--- config.mk ---
export PLATFORM = sky130hd
export DESIGN_NAME = uart_bus_bridge_flat
export DESIGN_NICKNAME = d
export VERILOG_FILES = /design/src/rtl/uart_bus_bridge_if.sv /design/src/rtl/uart_bus_bridge.sv /design/src/flat_wrapper.sv
export SDC_FILE = /design/constraint.sdc
export NUM_CORES = 1
export LEC_CHECK = 0
export ABC_CLOCK_PERIOD_IN_PS = 3300
export CAP_MARGIN = 20
export CORE_MARGIN = 4
export CORE_UTILIZATION = 43
export DETAILED_ROUTE_END_ITERATION = 12
export GPL_TIMING_DRIVEN = 1
export HOLD_SLACK_MARGIN = 0.08
export PLACE_DENSITY = 0.63
export SYNTH_ARGS = -nofsm -noshare
export SYNTH_HDL_FRONTEND = slang
export SYNTH_SLANG_ARGS = --single-unit
--- constraint.sdc ---
create_clock -name clk -period 3.3 [get_ports clk]
set_input_delay 0.66 -clock clk [delete_from_list [all_inputs] [get_ports clk]]
set_output_delay 0.66 -clock clk [all_outputs]
set_load 0.01 [all_outputs]
--- src/rtl/uart_bus_bridge_if.sv ---
// uart_bus_bridge_if: I/O bus shared by a bus initiator and the peripherals
// address/dout/w_en/r_en: initiator to peripherals; din: peripheral read data
// busy: initiator owns the bus, used by external arbitration with the CPU
interface uart_bus_bridge_if;
  logic [7:0] address;
  logic [7:0] dout;
  logic [7:0] din;
  logic w_en;
  logic r_en;
  logic busy;
  modport master(output address, dout, w_en, r_en, busy, input din);
  modport slave(input address, dout, w_en, r_en, busy, output din);
endinterface

--- src/rtl/uart_bus_bridge.sv ---
// uart_bus_bridge: UART command frames ('W' addr data / 'R' addr) turned into single I/O bus cycles
// clk, rst (async active-high); rx serial in (idle high); tx serial reply out (idle high)
// bus: master side of the I/O bus (address, dout, din, w_en, r_en, busy)
module uart_bus_bridge #(
  parameter logic [7:0] PRESCALE = 8'd103,
  parameter logic [15:0] TIMEOUT_TICKS = 16'd4096,
  parameter logic [7:0] CMD_WRITE = 8'h57,
  parameter logic [7:0] CMD_READ = 8'h52,
  parameter logic [7:0] ACK = 8'h06,
  parameter logic [7:0] NAK = 8'h15
) (
  input logic clk,
  input logic rst,
  input logic rx,
  output logic tx,
  uart_bus_bridge_if.master bus
);
  typedef enum logic [2:0] {R_IDLE, R_START, R_DATA, R_STOP, R_FERR} rx_state_t;
  typedef enum logic [3:0] {P_IDLE, P_ADDR_W, P_DATA, P_WR, P_ADDR_R, P_RD, P_RSTB, P_RWAIT, P_SEND} p_state_t;
  typedef enum logic [1:0] {T_IDLE, T_START, T_DATA, T_STOP} tx_state_t;
  rx_state_t r;
  p_state_t p;
  tx_state_t t;
  logic [7:0] tick_cnt, rsh, rx_byte, tx_byte, tsh;
  logic [3:0] rcnt, tcnt;
  logic [2:0] rbit, tbit;
  logic [15:0] to_cnt;
  logic tick, s1, s2, rx_valid, frame_err, take, tx_end;
  assign tick = tick_cnt == PRESCALE;
  // frame errors take priority over consumption so a bad frame never feeds the parser
  assign take = rx_valid && !frame_err && (p == P_IDLE || p == P_ADDR_W || p == P_DATA || p == P_ADDR_R);
  assign tx_end = tick && t == T_STOP && tcnt == 4'd15;
  always_ff @(posedge clk or posedge rst)
    if (rst) tick_cnt <= '0;
    else tick_cnt <= tick ? '0 : tick_cnt + 8'd1;
  always_ff @(posedge clk or posedge rst)
    if (rst) begin
      s1 <= 1'b1;
      s2 <= 1'b1;
      r <= R_IDLE;
      rcnt <= '0;
      rbit <= '0;
      rsh <= '0;
      rx_byte <= '0;
      rx_valid <= 1'b0;
      frame_err <= 1'b0;
    end else begin
      frame_err <= 1'b0;
      if (take) rx_valid <= 1'b0;
      if (tick) begin
        s1 <= rx;
        s2 <= s1;
        case (r)
          R_IDLE: begin
            rcnt <= '0;
            rbit <= '0;
            if (!s1 && !s2) r <= R_START;
          end
          R_START: begin
            rcnt <= rcnt == 4'd7 ? 4'd0 : rcnt + 4'd1;
            if (rcnt == 4'd7) r <= s2 ? R_IDLE : R_DATA;
          end
          R_DATA: begin
            rcnt <= rcnt + 4'd1;
            if (rcnt == 4'd15) begin
              rsh <= {s2, rsh[7:1]};
              rbit <= rbit + 3'd1;
              if (rbit == 3'd7) r <= R_STOP;
            end
          end
          R_STOP: begin
            rcnt <= rcnt + 4'd1;
            if (rcnt == 4'd15) begin
              r <= s2 ? R_IDLE : R_FERR;
              if (s2) begin
                rx_byte <= rsh;
                rx_valid <= 1'b1;
              end else frame_err <= 1'b1;
            end
          end
          R_FERR: if (s1 && s2) r <= R_IDLE;
          default: r <= R_IDLE;
        endcase
      end
    end
  // w_en/r_en are raised one state after address/dout settle, so both are stable a clock before the strobe
  always_ff @(posedge clk or posedge rst)
    if (rst) begin
      p <= P_IDLE;
      bus.address <= '0;
      bus.dout <= '0;
      bus.w_en <= 1'b0;
      bus.r_en <= 1'b0;
      bus.busy <= 1'b0;
      tx_byte <= '0;
      to_cnt <= '0;
    end else begin
      bus.w_en <= 1'b0;
      bus.r_en <= 1'b0;
      to_cnt <= take ? '0 : to_cnt + {15'd0, tick};
      if (frame_err && p != P_SEND) begin
        p <= P_SEND;
        tx_byte <= NAK;
        bus.busy <= 1'b1;
      end else case (p)
        P_IDLE: if (rx_valid) begin
          bus.busy <= 1'b1;
          tx_byte <= NAK;
          p <= rx_byte == CMD_WRITE ? P_ADDR_W : rx_byte == CMD_READ ? P_ADDR_R : P_SEND;
        end
        P_ADDR_W, P_ADDR_R: if (rx_valid) begin
          bus.address <= rx_byte;
          p <= p == P_ADDR_W ? P_DATA : P_RD;
        end else if (to_cnt >= TIMEOUT_TICKS) begin
          p <= P_IDLE;
          bus.busy <= 1'b0;
        end
        P_DATA: if (rx_valid) begin
          bus.dout <= rx_byte;
          p <= P_WR;
        end else if (to_cnt >= TIMEOUT_TICKS) begin
          p <= P_IDLE;
          bus.busy <= 1'b0;
        end
        P_WR: begin
          bus.w_en <= 1'b1;
          tx_byte <= ACK;
          p <= P_SEND;
        end
        P_RD: begin
          bus.r_en <= 1'b1;
          p <= P_RSTB;
        end
        // r_en is high in this cycle; the peripheral registers din at its end
        P_RSTB: p <= P_RWAIT;
        P_RWAIT: begin
          tx_byte <= bus.din;
          p <= P_SEND;
        end
        P_SEND: if (tx_end) begin
          p <= P_IDLE;
          bus.busy <= 1'b0;
        end
        default: p <= P_IDLE;
      endcase
    end
  always_ff @(posedge clk or posedge rst)
    if (rst) begin
      t <= T_IDLE;
      tx <= 1'b1;
      tcnt <= '0;
      tbit <= '0;
      tsh <= '0;
    end else if (tick) case (t)
      T_IDLE: if (p == P_SEND) begin
        t <= T_START;
        tx <= 1'b0;
        tsh <= tx_byte;
        tcnt <= '0;
      end
      T_START: begin
        tcnt <= tcnt + 4'd1;
        if (tcnt == 4'd15) begin
          t <= T_DATA;
          tx <= tsh[0];
          tbit <= '0;
        end
      end
      T_DATA: begin
        tcnt <= tcnt + 4'd1;
        if (tcnt == 4'd15) begin
          tsh <= tsh >> 1;
          tbit <= tbit + 3'd1;
          t <= tbit == 3'd7 ? T_STOP : T_DATA;
          tx <= tbit == 3'd7 ? 1'b1 : tsh[1];
        end
      end
      T_STOP: begin
        tcnt <= tcnt + 4'd1;
        if (tcnt == 4'd15) t <= T_IDLE;
      end
    endcase
endmodule
--- src/flat_wrapper.sv ---
// flat-port wrapper written by rule: the top's interface ports become plain ports
module uart_bus_bridge_flat 
#(
  parameter logic [7:0] PRESCALE = 8'd103,
  parameter logic [15:0] TIMEOUT_TICKS = 16'd4096,
  parameter logic [7:0] CMD_WRITE = 8'h57,
  parameter logic [7:0] CMD_READ = 8'h52,
  parameter logic [7:0] ACK = 8'h06,
  parameter logic [7:0] NAK = 8'h15
)
  (clk, rst, rx, tx, bus_address, bus_dout, bus_w_en, bus_r_en, bus_busy, bus_din);
  uart_bus_bridge_if bus_i ();
  input logic clk;
  input logic rst;
  input logic rx;
  output logic tx;
  output wire logic [$bits(bus_i.address)-1:0] bus_address;
  output wire logic [$bits(bus_i.dout)-1:0] bus_dout;
  output wire logic [$bits(bus_i.w_en)-1:0] bus_w_en;
  output wire logic [$bits(bus_i.r_en)-1:0] bus_r_en;
  output wire logic [$bits(bus_i.busy)-1:0] bus_busy;
  input wire logic [$bits(bus_i.din)-1:0] bus_din;
  assign bus_address = bus_i.address;
  assign bus_dout = bus_i.dout;
  assign bus_w_en = bus_i.w_en;
  assign bus_r_en = bus_i.r_en;
  assign bus_busy = bus_i.busy;
  assign bus_i.din = bus_din;
  uart_bus_bridge #(.PRESCALE(PRESCALE), .TIMEOUT_TICKS(TIMEOUT_TICKS), .CMD_WRITE(CMD_WRITE), .CMD_READ(CMD_READ), .ACK(ACK), .NAK(NAK)) u_core (.clk(clk), .rst(rst), .rx(rx), .tx(tx), .bus(bus_i));
endmodule
* After elaboration in Yosys (flattened, before gate mapping)
Cells that the tools add are included.
Cells by class: add/sub/neg operators 6, $lt $le $gt $ge 1, eq/ne operators 38, multiplexer cells 66, bitwise logic cells 1, reduce and logical (&&, ||, !) cells 43
Operator list (count):
- 2-to-1 mux 4 bit | 10
- 2-to-1 mux 8 bit | 5
- 2-to-1 mux 3 bit | 11
- case mux 4 bit (7 select lines) | 1
- == test 8 x 7 -> 1 bit, second input constant | 3
- case mux 8 bit (3 select lines) | 1
- 2-to-1 mux 1 bit | 23
- == test 4 x 3 -> 1 bit, second input constant | 5
- inequality test 2 x 1 -> 1 bit, second input constant | 9
- adder 16 x 1 -> 16 bit | 1
- greater-or-equal comparator 16 x 13 -> 1 bit, second input constant | 1
- 2-to-1 mux 16 bit | 1
- case mux 8 bit (2 select lines) | 1
- case mux 3 bit (5 select lines) | 1
- AND reduction 5 bit | 3
- == test 4 bit, second input constant | 3
- case mux 3 bit (2 select lines) | 2
- case mux 4 bit (3 select lines) | 1
- AND reduction 3 bit | 4
- AND reduction 4 bit | 3
- 2-to-1 mux 2 bit | 5
- == test 3 bit, second input constant | 3
- adder 4 x 1 -> 4 bit, second input constant | 2
- adder 8 x 1 -> 8 bit, second input constant | 1
- other kinds (29) | 55
Word-level totals: register bits 103, bits of input ports 11

* Depth between registers and ports, before layout
Gate-level depths: netlist (run 1).
word-level depth 10, mapped depth 10, mapped depth without buffers 10

* Least setup slack after synthesis (run 1)
Ideal clock, no wire load.
kind register -> register, start point register u_core.tick_cnt[0], end point register u_core.to_cnt[15], data arrival time 2419 ps, path slack 804 ps, cell stages (with the launch flop) 11, clock period less this slack 2496 ps, cell sequence dfrtp_1 -> ha_1 -> and4bb_4 -> nand2_4 -> clkinv_1 -> ha_1 -> nand2_1 -> or2_2 -> clkbuf_1 -> or4_1 -> a21oi_1
Between the ends: longest elaborated chain between the ends 3
RTL lines:
- start, declared | RTL line uart_bus_bridge.sv:24 | logic [7:0] tick_cnt, rsh, rx_byte, tx_byte, tsh;
- start signal, assigned | RTL line uart_bus_bridge.sv:35 | else tick_cnt <= tick ? '0 : tick_cnt + 8'd1;
- == test 8 x 7 -> 1 bit | RTL line uart_bus_bridge.sv:29 | assign tick = tick_cnt == PRESCALE;
- adder 16 x 1 -> 16 bit | RTL line uart_bus_bridge.sv:100 | to_cnt <= take ? '0 : to_cnt + {15'd0, tick};
- 2-to-1 mux 16 bit | RTL line uart_bus_bridge.sv:100
- end signal, assigned | RTL line uart_bus_bridge.sv:100
- end, declared | RTL line uart_bus_bridge.sv:27 | logic [15:0] to_cnt;
No other way between the ends. A chain may end at the register's enable or synchronous reset.

* Final worst setup path (run 1)
Ends and elaborated chain as after synthesis.

==> summary.txt, run 1 <==
Status
  – Status: complete, no violations

Clock tree
  – Post-CTS Setup Repair Bufs: 0
  – Worst-Skew Late Latency: between 300 and 400 ps
  – H-tree levels: 3
  – Total CTS buffers: 9
  – Clk root buf: clkbuf_16
  – Clock buffer depth: 2
  – # clock sinks: around 100
  – CTS tree: done
  – Clock-pin slew on the worst setup and hold paths: roughly 70 ps
  – Post-CTS sizing: 0
  – Hold Buf Count CTS: 0

GRT
  – Number of global-route vias before repair: roughly 3.4k
  – Total GRT Usage: ~15%
  – Grt ovf: 0
  – Initial antenna violation count: 0
  – First-pass GRT wire length: 16300 microns
  – Largest net degree at the start of global routing: 41

Timing
  – Max Clock Skew: approximately 8 ps
  – Setup_tns: 0 ps
  – Final Hold Viols: 0
  – Worst-Margin Slew: just over 900 ps
  – Slew margin rel.: 38.53%
  – Final worst-path cycle share: around four fifths
  – Peak Freq: about 370 MHz
  – Setup violators final: 0
  – Final slew viol count: 0
  – Minimum clock period: 2682 ps
  – Unrepaired setup endpoints after global routing: false

Synth
  – Adder-cell share of the synthesized area: between 3 and 4%
  – Ys async rst share: 100.0%
  – Synth top area cells: dfrtp_1 (51%), mux2_2 (11%), ha_1 (3.3%)
  – XOR/XNOR share of the synthesized area: 3.374%
  – Leading cell type by number of instances after synthesis: dfrtp_1
  – #FFs+latches synth: between 100 and 150
  – Synth Area in Compound Gates: between 10% and 20%
  – Largest area contributor in the netlist: dfrtp_1
  – Most common library cells after synthesis: dfrtp_1 (100), mux2_2 (50), nor2_1 (33)
  – Number of flops mapped to enable cells by yosys: 0
  – Area fraction of the dominant cell type after synthesis: roughly half
  – Average cell area after synthesis: between 10 and 15 sq um
  – Simple-gate share of the synthesized area: between 10% and 20%
  – Yosys cell types: 57
  – Synth Net Count: 460
  – Prevailing post-synth register cell: dfrtp_1
  – Synth warn: 0
  – Post-synthesis sequential area ratio: 52.33%
  – Post-Syn Area: 4932 sq um
  – Cells after Synth: 436
  – Main combinational cell family by area after synthesis: simple AND/OR/NAND/NOR gates
  – Mux share of post-synthesis cell area: 11.42%

Floorplanning
  – FP Rows: 38
  – IO Count: 31
  – Starting Density: between 40% and 50%
  – Placeable Area: around 11000 sq um
  – Die ar.: 13250 sq um
  – DIE WIDTH: around 120 microns
  – Vert. Die Dim: 115.1 microns

Cells and area
  – Fraction of layout instances using a drive strength above 1: about 18%
  – Diodes inserted: 0
  – Nets@finish: approximately 490
  – Area Overhead vs Synth: 15.27%

Detailed routing
  – Drc violations: 0
  – DR iter-0 viols: 193
  – Via density: 5.435
  – ANT nets after route: 0
  – Post-DR wirelength/cell: between 15 and 20 microns
  – First-pass DRT Iterations: 4
  – Vias: approximately 3.3k
  – Final WL: a little over 9000 microns

Critical path
  – Startpoint types: flip-flop
  – Worst Path Class, Setup: flip-flop to flip-flop
  – CP cell instances: ha_1, and4bb_4, nand2_4, clkinv_1, ha_1, nand2_1, or2_2, or4_1, a21oi_1
  – CP max FO: 10
  – FF-to-FF Start: u_core.tick_cnt[0]$_DFF_PP0_
  – Worst r2r path cells: 9
  – CP Data Required Time: about 3600 ps
  – CP endpoint kind: flip-flop
  – End of the worst register-to-register path: u_core.to_cnt[15]$_DFF_PP0_
  – Critical-path top delay cell: or4_1
  – Slowest Stage Delay on Critical Path: approximately 490 ps
  – Reg2Reg Setup Slack: 620 ps
  – CP arrival: 2960 ps
  – Crit path top cell by count: ha_1

Pwr
  – Static leakage: about 2.6 nW
  – Power after layout: between 2 and 2.5 mW
  – Worst ir drop on vdd: ~0.38 mV
  – PD cells: between 400 and 500 nW/um^2

Place
  – Port bufs: 30
  – Global placement routability congestion: roughly 0.8
  – Post-detailed-placement half-perimeter wirelength: ~6500 microns

Hold path
  – Worst Hold Path EP: u_core.tbit[1]$_DFFE_PP0P_
  – Hold path startpoint: u_core.tbit[1]$_DFFE_PP0P_
  – Hold Path Class: flip-flop to flip-flop
  – Worst Hold Depth: 2

Flow run
  – Max cap viols: 0
cell type report:
type,instances,area (sq um)
Clock buffer,10,239.0
Clock inverter,6,58.81
Fill cell,1006,5345
Inverter,12,48.80
Multi-Input combinational cell,304,2240
Sequential cell,103,2581
Tap cell,140,175.2
Timing Repair Buffer,34,342.8
cells in the final DEF, fill, tap and decap left out, types with 7 or more instances in the layout:
cell and n:
xor2_1 10, nand3_1 15, nor3_1 11, nor2_1 33, xnor2_1 9, clkbuf_16 9, clkdlybuf4s50_1 30, mux2_2 50
dfrtp_1 100, a21oi_1 13, nand2_1 32, o31ai_1 7, nor2b_1 11, inv_1 10, ha_1 13, a22o_1 7
o21ai_0 18
metal layers:
metal | track usage, % | up-vias | share of wire [%]
met5 | 0 | - | 0
met4 | 3.521 | 0 | 1.1
met3 | 4.526 | 13 | 3.4
met2 | 23.96 | 41 | 47
met1 | 20.79 | 1624 | 48
li1 | - | 1632 | -
power breakdown:
group,total (mW),switching [mW],internal [mW]
registers,1.26,0,1.26
logic,0.0418,0.0270,0.0148
clock network,1.06,0.502,0.554
total,2.36,0.529,1.83
how the worst max path moves through the flow:
stage | startpoint | depth (start not counted) | slack [ps] | end
2_1_floorplan | u_core.tick_cnt[0]$_DFF_PP0_ | 10 | 800 | u_core.to_cnt[15]$_DFF_PP0_
3_3_place_gp | u_core.tick_cnt[0]$_DFF_PP0_ | 9 | 710 | u_core.to_cnt[15]$_DFF_PP0_
3_5_place_dp | u_core.tick_cnt[0]$_DFF_PP0_ | 9 | 630 | u_core.to_cnt[15]$_DFF_PP0_
4_1_cts | u_core.tick_cnt[0]$_DFF_PP0_ | 9 | 620 | u_core.to_cnt[15]$_DFF_PP0_
5_1_grt | u_core.tick_cnt[0]$_DFF_PP0_ | 9 | 450 | u_core.to_cnt[15]$_DFF_PP0_
6_report | u_core.tick_cnt[0]$_DFF_PP0_ | 9 | 620 | u_core.to_cnt[15]$_DFF_PP0_
per-stage QoR:
stage          cells  setup slack, ps  util, %  area, sq um  hold slack, ps
2_1_floorplan    436            803.9        -         4936           452.3
3_3_place_gp     593            711.7    48.84         5388           468.4
3_5_place_dp     593            627.3    48.84         5388           479.6
4_1_cts          609            619.0    51.54         5685           495.8
5_1_grt          609            449.0    51.54         5685           510.2
6_report         609            618.5    51.54         5685           492.1
sequential cells by signal, indices dropped and copies added, names as in the netlist, 3 cells and up:
signal	count
u_core.rsh	8
u_core.bus.address	8
u_core.p	4
u_core.to_cnt	16
u_core.tbit	3
u_core.rx_byte	8
u_core.tcnt	4
u_core.tick_cnt	8
u_core.tx_byte	8
u_core.rbit	3
u_core.rcnt	4
u_core.bus.dout	8
u_core.r	3
u_core.tsh	8
worst max-delay path, delay by kind of cell (launching register included):
family	cells	cell delay, ps
buf+inv	1	170
compound gates	1	150
fa+ha+maj	2	530
simple gates	5	1360
flops	1	400
logic make-up after synthesis:
group,count (synthesis)
muxes,50
and+or+nand+nor,148
AOI/OAI and AO/OA,72
buffers and inverters,29
xor gates and xnor gates,19
DFF,103
adders and majority gates,15
Note: power is estimated with default switching activity, not from simulation.
==> run 2, diff against run 1 <==
Settings changed: ABC_CLOCK_PERIOD_IN_PS 3300 to 2400.
Clock period 3.3 ns to 2.4 ns, I/O delays scaled along.
==> summary.txt, run 2 (synthesized netlist as in run 1, its figures left out) <==
Floorplanning
  – Starting Density: between 40% and 50%
  – Placeable Area: about 11000 sq um
  – Die ar.: 13250 sq um
  – FP Rows: 38
  – Vert. Die Dim: 115.1 microns
  – DIE WIDTH: approximately 120 microns
  – IO Count: 31

Timing
  – Worst-Margin Slew: ~560 ps
  – Setup_tns: 0 ps
  – Final Hold Viols: 0
  – Peak Freq: 452.7 MHz
  – Unrepaired setup endpoints after global routing: false
  – Setup violators final: 0
  – Max Clock Skew: approximately 6.5 ps
  – Final worst-path cycle share: between 90% and 100%
  – Slew margin rel.: 62.38%
  – Final slew viol count: 0
  – Minimum clock period: between 2000 and 2500 ps

Pwr
  – PD cells: 561.9 nW/um^2
  – Worst ir drop on vdd: roughly 0.46 mV
  – Static leakage: around 2.7 nW

Cells and area
  – Most frequent cells in the layout: dfrtp_1 (98), mux2_2 (50), nor2_1 (33)
  – Area Overhead vs Synth: 18.57%
  – Biggest register: u_core.to_cnt
  – Most common cell after layout, fill and taps aside: dfrtp_1
  – Max FFs per register: 16
  – Diodes inserted: 0
  – Fraction of layout instances using a drive strength above 1: a little over a fifth
  – Fin cells: between 600 and 700
  – Nets@finish: a little over 500
  – FILL cells: roughly 1000

Clock tree
  – # clock sinks: roughly 100
  – H-tree levels: 3
  – Clk root buf: clkbuf_16
  – Hold Buf Count CTS: 0
  – Clock buffer depth: 2
  – CTS tree: done
  – Worst-Skew Late Latency: between 300 and 400 ps
  – Clock-pin slew on the worst setup and hold paths: 70 ps
  – Total CTS buffers: 9

Critical path
  – CP Data Required Time: around 2700 ps
  – Worst Path Class, Setup: flip-flop to flip-flop
  – Startpoint types: flip-flop
  – FF-to-FF Start: u_core.tick_cnt[1]$_DFF_PP0_
  – CP endpoint kind: flip-flop
  – CP max FO: 7
  – Reg2Reg Setup Slack: 190 ps
  – CP arrival: 2480 ps
  – Worst r2r path cells: 9
  – Crit path from: u_core.tick_cnt[1]$_DFF_PP0_

Flow run
  – Max cap viols: 0

GRT
  – Number of global-route vias before repair: about 3.4k
  – Largest net degree at the start of global routing: between 100 and 150
  – Total GRT Usage: 15.22%
  – Initial antenna violation count: 0
  – Grt ovf: 0
  – First-pass GRT wire length: 16170 microns

Hold path
  – Hold path startpoint: u_core.s1$_DFFE_PP1N_
  – Hold Path Class: flip-flop to flip-flop
  – Worst Hold Depth: 2

Place
  – Post-detailed-placement half-perimeter wirelength: 6514 microns
  – Port bufs: 30
  – Placed insts: roughly 600
  – Global placement routability congestion: 0.8898

Detailed routing
  – First-pass DRT Iterations: 4
  – Final WL: roughly 9400 microns
  – Vias: between 3k and 4k
  – ANT nets after route: 0
  – Drc violations: 0
  – DR iter-0 viols: around 180
  – Post-DR wirelength/cell: about 15 microns
  – Via density: roughly 5.5

Status
  – Status: complete, no violations
==> run 2: path summary, 6_finish.rpt <==
path | to
min reg2reg | u_core.s2$_DFFE_PP1N_
max reg2reg | u_core.to_cnt[15]$_DFF_PP0_
max | u_core.to_cnt[15]$_DFF_PP0_
min in group asynchronous | u_core.to_cnt[4]$_DFF_PP0_
min | u_core.s2$_DFFE_PP1N_
max in group asynchronous | u_core.tick_cnt[0]$_DFF_PP0_
==> run 2: cell type report <==
type                            instances  area [sq um]  share of cell area (%)
Multi-Input combinational cell        304          2255                   38.55
Inverter                               12         50.05                  0.8558
Tap cell                              140         175.2                   2.995
Clock buffer                           11         242.7                   4.151
Clock inverter                          5         63.81                   1.091
Timing Repair Buffer                   52         478.0                   8.173
Sequential cell                       103          2584                   44.18
==> run 2: per-stage QoR <==
stage                     util [%]  instance area, sq um  power, mW  setup WS [ps]  hold WS (ps)
after floorplan                  -                  4950      1.795          7.525         452.3
after global placement       50.06                  5522      1.825          103.4         467.5
after detailed placement     50.06                  5522      1.826          74.10         480.5
after CTS                    52.84                  5828      3.329          56.23         488.2
after global routing         53.02                  5848      3.414          52.61         511.5
final                        53.02                  5848      3.286          191.1         486.3
==> run 2: worst max-delay path, cell delays in order (launching register included) <==
cell      delay (ps)
dfrtp_2          390
ha_4             170
and4bb_4         290
nand2_4           60
clkinv_2          60
ha_1             180
nand2_1          100
or2_4            270
or4_1            470
a21oi_1          150
==> run 2: report_power, final <==
group,internal (mW),total (mW),switching (mW),leakage [nW]
Combinational,0.0183,0.0542,0.0359,1.17
Sequential,1.73,1.73,0,1.41
Clock,0.847,1.50,0.650,0.147
==> run 2: repair_timing <==
item | in CTS | in global routing
setup endpoints to repair | 0 | 3
buffers inserted | 0 | 2
gates resized for setup | 0 | 3
==> run 2: per-layer routing <==
layer  vias to the layer above  GRT usage, %  wire length (microns)
li1                       1678             -                      -
met1                      1698         20.26                   4393
met2                        51         24.19                   4550
met4                         0         5.399                    172
met3                        18         3.947                    332
met5                         -             0                      0
